`src/rtl/alu_mul_sequencer.sv`:
```
// Sequential 8x8 unsigned shift-and-add multiplier that borrows the shared
// EX-stage ALU one add per granted cycle and returns a 16-bit product.
module alu_mul_sequencer #(
  parameter int unsigned DW     = 8,
  parameter int unsigned ITER   = 8,
  parameter int unsigned CTRL_W = 14
) (
  input  logic              clk,
  input  logic              rst_n,
  input  logic              start,
  input  logic [DW-1:0]     mcand,
  input  logic [DW-1:0]     mplier,
  input  logic              flush,
  output logic              busy,
  output logic              done,
  output logic [2*DW-1:0]   product,
  output logic              alu_req,
  input  logic              alu_gnt,
  output logic              alu_en,
  output logic [DW-1:0]     alu_op1,
  output logic [DW-1:0]     alu_op2,
  output logic [0:CTRL_W-1] alu_ctrl,
  input  logic [DW-1:0]     alu_dout,
  input  logic              alu_cout
);

  localparam int unsigned CW = $clog2(ITER) + 1;

  typedef enum logic [1:0] {
    S_IDLE,
    S_RUN,
    S_DONE
  } state_t;

  state_t          state, state_nx;
  logic [DW-1:0]   a_q, hi_q, lo_q;
  logic [CW-1:0]   cnt_q;
  logic            run, step, accept, last;
  logic [2*DW-1:0] shifted;

  assign run     = (state == S_RUN);
  assign step    = run && alu_gnt && !flush;
  assign accept  = !run && start && !flush;
  assign last    = (cnt_q == CW'(ITER - 1));
  // 17-bit {cout,sum,lo} shifted right by one; the dropped bit is lo[0]
  assign shifted = {alu_cout, alu_dout, lo_q[DW-1:1]};

  assign busy    = run;
  assign done    = (state == S_DONE);
  assign alu_req = run;

  // Next-state selection; flush overrides both iteration and start
  always_comb begin
    state_nx = state;
    if (flush) begin
      state_nx = S_IDLE;
    end else begin
      case (state)
        S_IDLE:  if (start) state_nx = S_RUN;
        S_RUN:   if (alu_gnt && last) state_nx = S_DONE;
        S_DONE:  state_nx = start ? S_RUN : S_IDLE;
        default: state_nx = S_IDLE;
      endcase
    end
  end

  // ALU drive: all-zero unless this block owns the ALU in RUN
  always_comb begin
    alu_en   = run && alu_gnt;
    alu_op1  = '0;
    alu_op2  = '0;
    alu_ctrl = '0;
    if (run && alu_gnt) begin
      alu_op1     = hi_q;
      alu_op2     = lo_q[0] ? a_q : '0;
      alu_ctrl[0] = 1'b1;
    end
  end

  // State, datapath and product registers
  always_ff @(posedge clk) begin
    if (!rst_n) begin
      state   <= S_IDLE;
      a_q     <= '0;
      hi_q    <= '0;
      lo_q    <= '0;
      cnt_q   <= '0;
      product <= '0;
    end else begin
      state <= state_nx;
      if (accept) begin
        a_q   <= mcand;
        hi_q  <= '0;
        lo_q  <= mplier;
        cnt_q <= '0;
      end else if (step) begin
        {hi_q, lo_q} <= shifted;
        cnt_q        <= cnt_q + CW'(1);
        if (last) product <= shifted;
      end
    end
  end

endmodule

```
`config.mk`:
```
export PLATFORM = sky130hd
export DESIGN_NAME = alu_mul_sequencer
export DESIGN_NICKNAME = d
export VERILOG_FILES = /design/src/rtl/alu_mul_sequencer.sv
export SDC_FILE = /design/constraint.sdc
export NUM_CORES = 1
export LEC_CHECK = 0
export BUFFER_PORTS_ARGS = -buffer_cell sky130_fd_sc_hd__buf_2
export CAP_MARGIN = 20
export CELL_PAD_IN_SITES_DETAIL_PLACEMENT = 1
export CELL_PAD_IN_SITES_GLOBAL_PLACEMENT = 1
export CORE_MARGIN = 5
export CORE_UTILIZATION = 35
export DETAILED_ROUTE_END_ITERATION = 7
export GPL_ROUTABILITY_DRIVEN = 0
export PLACE_DENSITY_LB_ADDON = 0.1
export SYNTH_ARGS = -nofsm -noshare
export SYNTH_HDL_FRONTEND = slang
export SYNTH_SLANG_ARGS = --single-unit
```
`constraint.sdc`:
```
create_clock -name clk -period 1.75 [get_ports clk]
set_clock_uncertainty 0.05 [all_clocks]
set_input_delay 0.175 -clock clk [delete_from_list [all_inputs] [get_ports clk]]
set_output_delay 0.175 -clock clk [all_outputs]
set_load 0.01 [all_outputs]
```
==> flow_summary.ini <==
[status]
status = finished, final reports clean

[synth]
synth_warnings = 0
synth_area_per_cell_um2 = 8.514
synthCells = 256
synthesis.area_um2 = 2180
synthDistinctLibCells = 34
async_flop_share_pct = 0
synth-edff-count = 0
ys.flop_type = dfxtp_1
ys_seq_area_share_pct = 42.25
ys_seq_elements = 46

[drt]
drtAntennaViolNets = 0
wire_per_inst_um = 15.60
viasPerCell = 5.120
drtIter0Drc = 99
wl_um = 6131
drc = 0
vias = 2012
drt-pass1-iter-count = 4

[pwr]
intPower_mw = 1.459
powerDensity_nw_per_um2 = 741.4
leakage_nw = 1.159
p_clk_share_pct = 34.5
seqPwrFrac_pct = 56.2
vdd_drop_max_mv = 0.3412
swShare_pct = 24.39
finalPower_mw = 1.929
pwr-share-comb_pct = 9.3
p_sw_uw = 470.6

[timing]
fmax_mhz = 615.9
setup_ws_ps = 126.3
relSlewSlack_pct = 54.67
tns_ps = 0
setup_viol = 0
min_period_over_period_pct = 92.78
final_max_slew_viol_count = 0
finalCriticalPeriod_ps = 1624
rsz0062_at_grt = false
finalHoldViolCount = 0
holdWs_ps = 67.61
max_slew.worst_pin.slew_ps = 680.0

[critical_path]
worstReg2RegEnd = product[8]
r2r_cells = 5
r2r_setup_slack_ps = 300
crit_required_ps = 1520
end_kind = primary output
worstPathMaxFanout = 10
path_class = reg -> out
critical_path_arrival_ps = 1400
r2r_start = cnt_q[0]
worstSetupStartpointType = register

[cts]
cts_hold_buf = 0
path_clk_slew_ps = 90
cts_sinks = 46
numCtsBuffers = 5
clkLatencyLatePin_ps = 300
cts_root_buf = clkbuf_8
cts_tree = yes
max-clock-path-buffers = 2
cts.htree.levels = 2

[final_layout]
final_cells = 393
post-route-util_pct = 43.44
area_growth_pct = 19.40
nets = 348
drive_gt1_share_pct = 28.93
stdcell_area_um2 = 2603
antenna_cells = 0

[placement]
place_ws_ps = 257.9
placed_cells = 383
io_buffers = 66
hpwlAfterDp_um = 4441
placed_area_um2 = 2492

[global_routing]
grt_pass1_vias = 2108
grt_start_max_net_pins = 23
grt_pass1_wl_um = 10030
grt-ovfl-total = 0
antenna_found_initial = 0
grt_use_total_pct = 16.38

[run]
drv_cap = 0

[hold_path]
whs_path_depth = 3
hp-class = in -> reg
min_to = hi_q[6]
hold_path.startpoint = alu_dout[7]

[die]
row_count = 28
die_w_um = 88.92
core_um2 = 5991
die-area_um2 = 7906
die_h_um = 88.92
initial_core_util_pct = 36.38
ioPinCount = 80
worst max-delay path, stage by stage (launching register included):
cell and delay, ps:
dfxtp_1 360, nand2b_1 180, inv_4 60, and2_4 190, and3_1 170, buf_2 130
worst max path at each step:
stage / from / endpoint
finish: state[1] / alu_op2[7]
global route: state[1] / alu_op2[4]
CTS: state[1] / alu_op2[7]
detailed placement: flush / cnt_q[2]
global placement: flush / hi_q[4]
floorplan: state[1] / alu_op2[0]
cells in the final DEF, fill, tap and decap left out, drive strengths merged:
| cell type | n |
|---|---|
| buf | 81 |
| a21boi | 29 |
| a32oi | 5 |
| inv | 3 |
| clkbuf | 7 |
| and2b | 1 |
| o211a | 1 |
| nand3 | 25 |
| clkinv | 1 |
| nor2b | 2 |
| conb | 13 |
| o31ai | 3 |
| nand3b | 1 |
| ha | 1 |
| and4bb | 1 |
| o21ai | 27 |
| o211ai | 5 |
| nand2b | 2 |
| nand4bb | 1 |
| nand2 | 25 |
| and2 | 1 |
| or3 | 2 |
| a21oi | 12 |
| nor2 | 1 |
| and3 | 17 |
| and3b | 1 |
| dfxtp | 46 |
| a31oi | 3 |
| xnor2 | 1 |
power by group through the flow:
stage	combinational, mW	clock, mW	sequential (mW)
finish	0.179	0.666	1.08
global route	0.201	0.742	1.09
detailed placement	0.176	0	1.11
CTS	0.177	0.700	1.08
floorplan	0.130	0	1.10
global placement	0.173	0	1.11
routing by layer:
layer / up-vias / share of wire, % / global-route usage [%] / wire length [um]
li1: 996 / - / - / -
met1: 962 / 44 / 19.93 / 2697
met2: 47 / 49 / 28.07 / 2983
met3: 7 / 5.9 / 4.147 / 360
met4: 0 / 1.5 / 5.632 / 89
met5: - / 0 / 0 / 0
flip-flops by register name, summed over array words and instances (netlist names):
signal / flops
lo_q: 8
product: 16
cnt_q: 4
state: 2
hi_q: 8
a_q: 8
kinds of logic (layout without fill, tap and decap cells):
| group | count (synthesis) | count (layout) | share of synthesized area, % |
|---|---|---|---|
| buf+inv | 42 | 92 | 12.28 |
| other cells | 1 | 13 | 0.1721 |
| simple gates | 80 | 80 | 19.29 |
| flops | 46 | 46 | 42.25 |
| xor+xnor | 1 | 1 | 0.4019 |
| compound gates | 85 | 85 | 25.03 |
| fa+ha+maj | 1 | 1 | 0.5740 |
what timing repair did:
item,in CTS,in global routing
cloned,0,0
buffers inserted,0,2
endpoints found under the hold margin,0,0
pin swaps,0,0
setup endpoints to repair,8,8
resized for setup,1,2
area by class of cell:
cell class              instances  area, um^2
inverters                       3       13.76
clock inverters                 1       5.005
flip-flops and latches         46       922.1
multi-input cells             180        1039
well taps                      75       93.84
repair buffers                 81       442.9
clock buffers                   7       86.33
fillers                       767        3388
synth_stat cells, drive strengths merged, types with 2 or more instances:
cell	count	area share, %
or3	2	0.57
a21oi	12	2.8
clkbuf	7	1.3
o211ai	5	1.7
a21boi	29	10
o31ai	3	1.0
nand2	25	4.3
nand3	25	5.7
a31oi	3	0.86
and3	17	4.9
inv	3	0.63
a32oi	5	2.0
nand2b	2	0.57
o21ai	27	6.2
dfxtp	46	42
buf	32	10
nor2b	2	0.57
No activity file was read; power rests on OpenSTA's default activity.
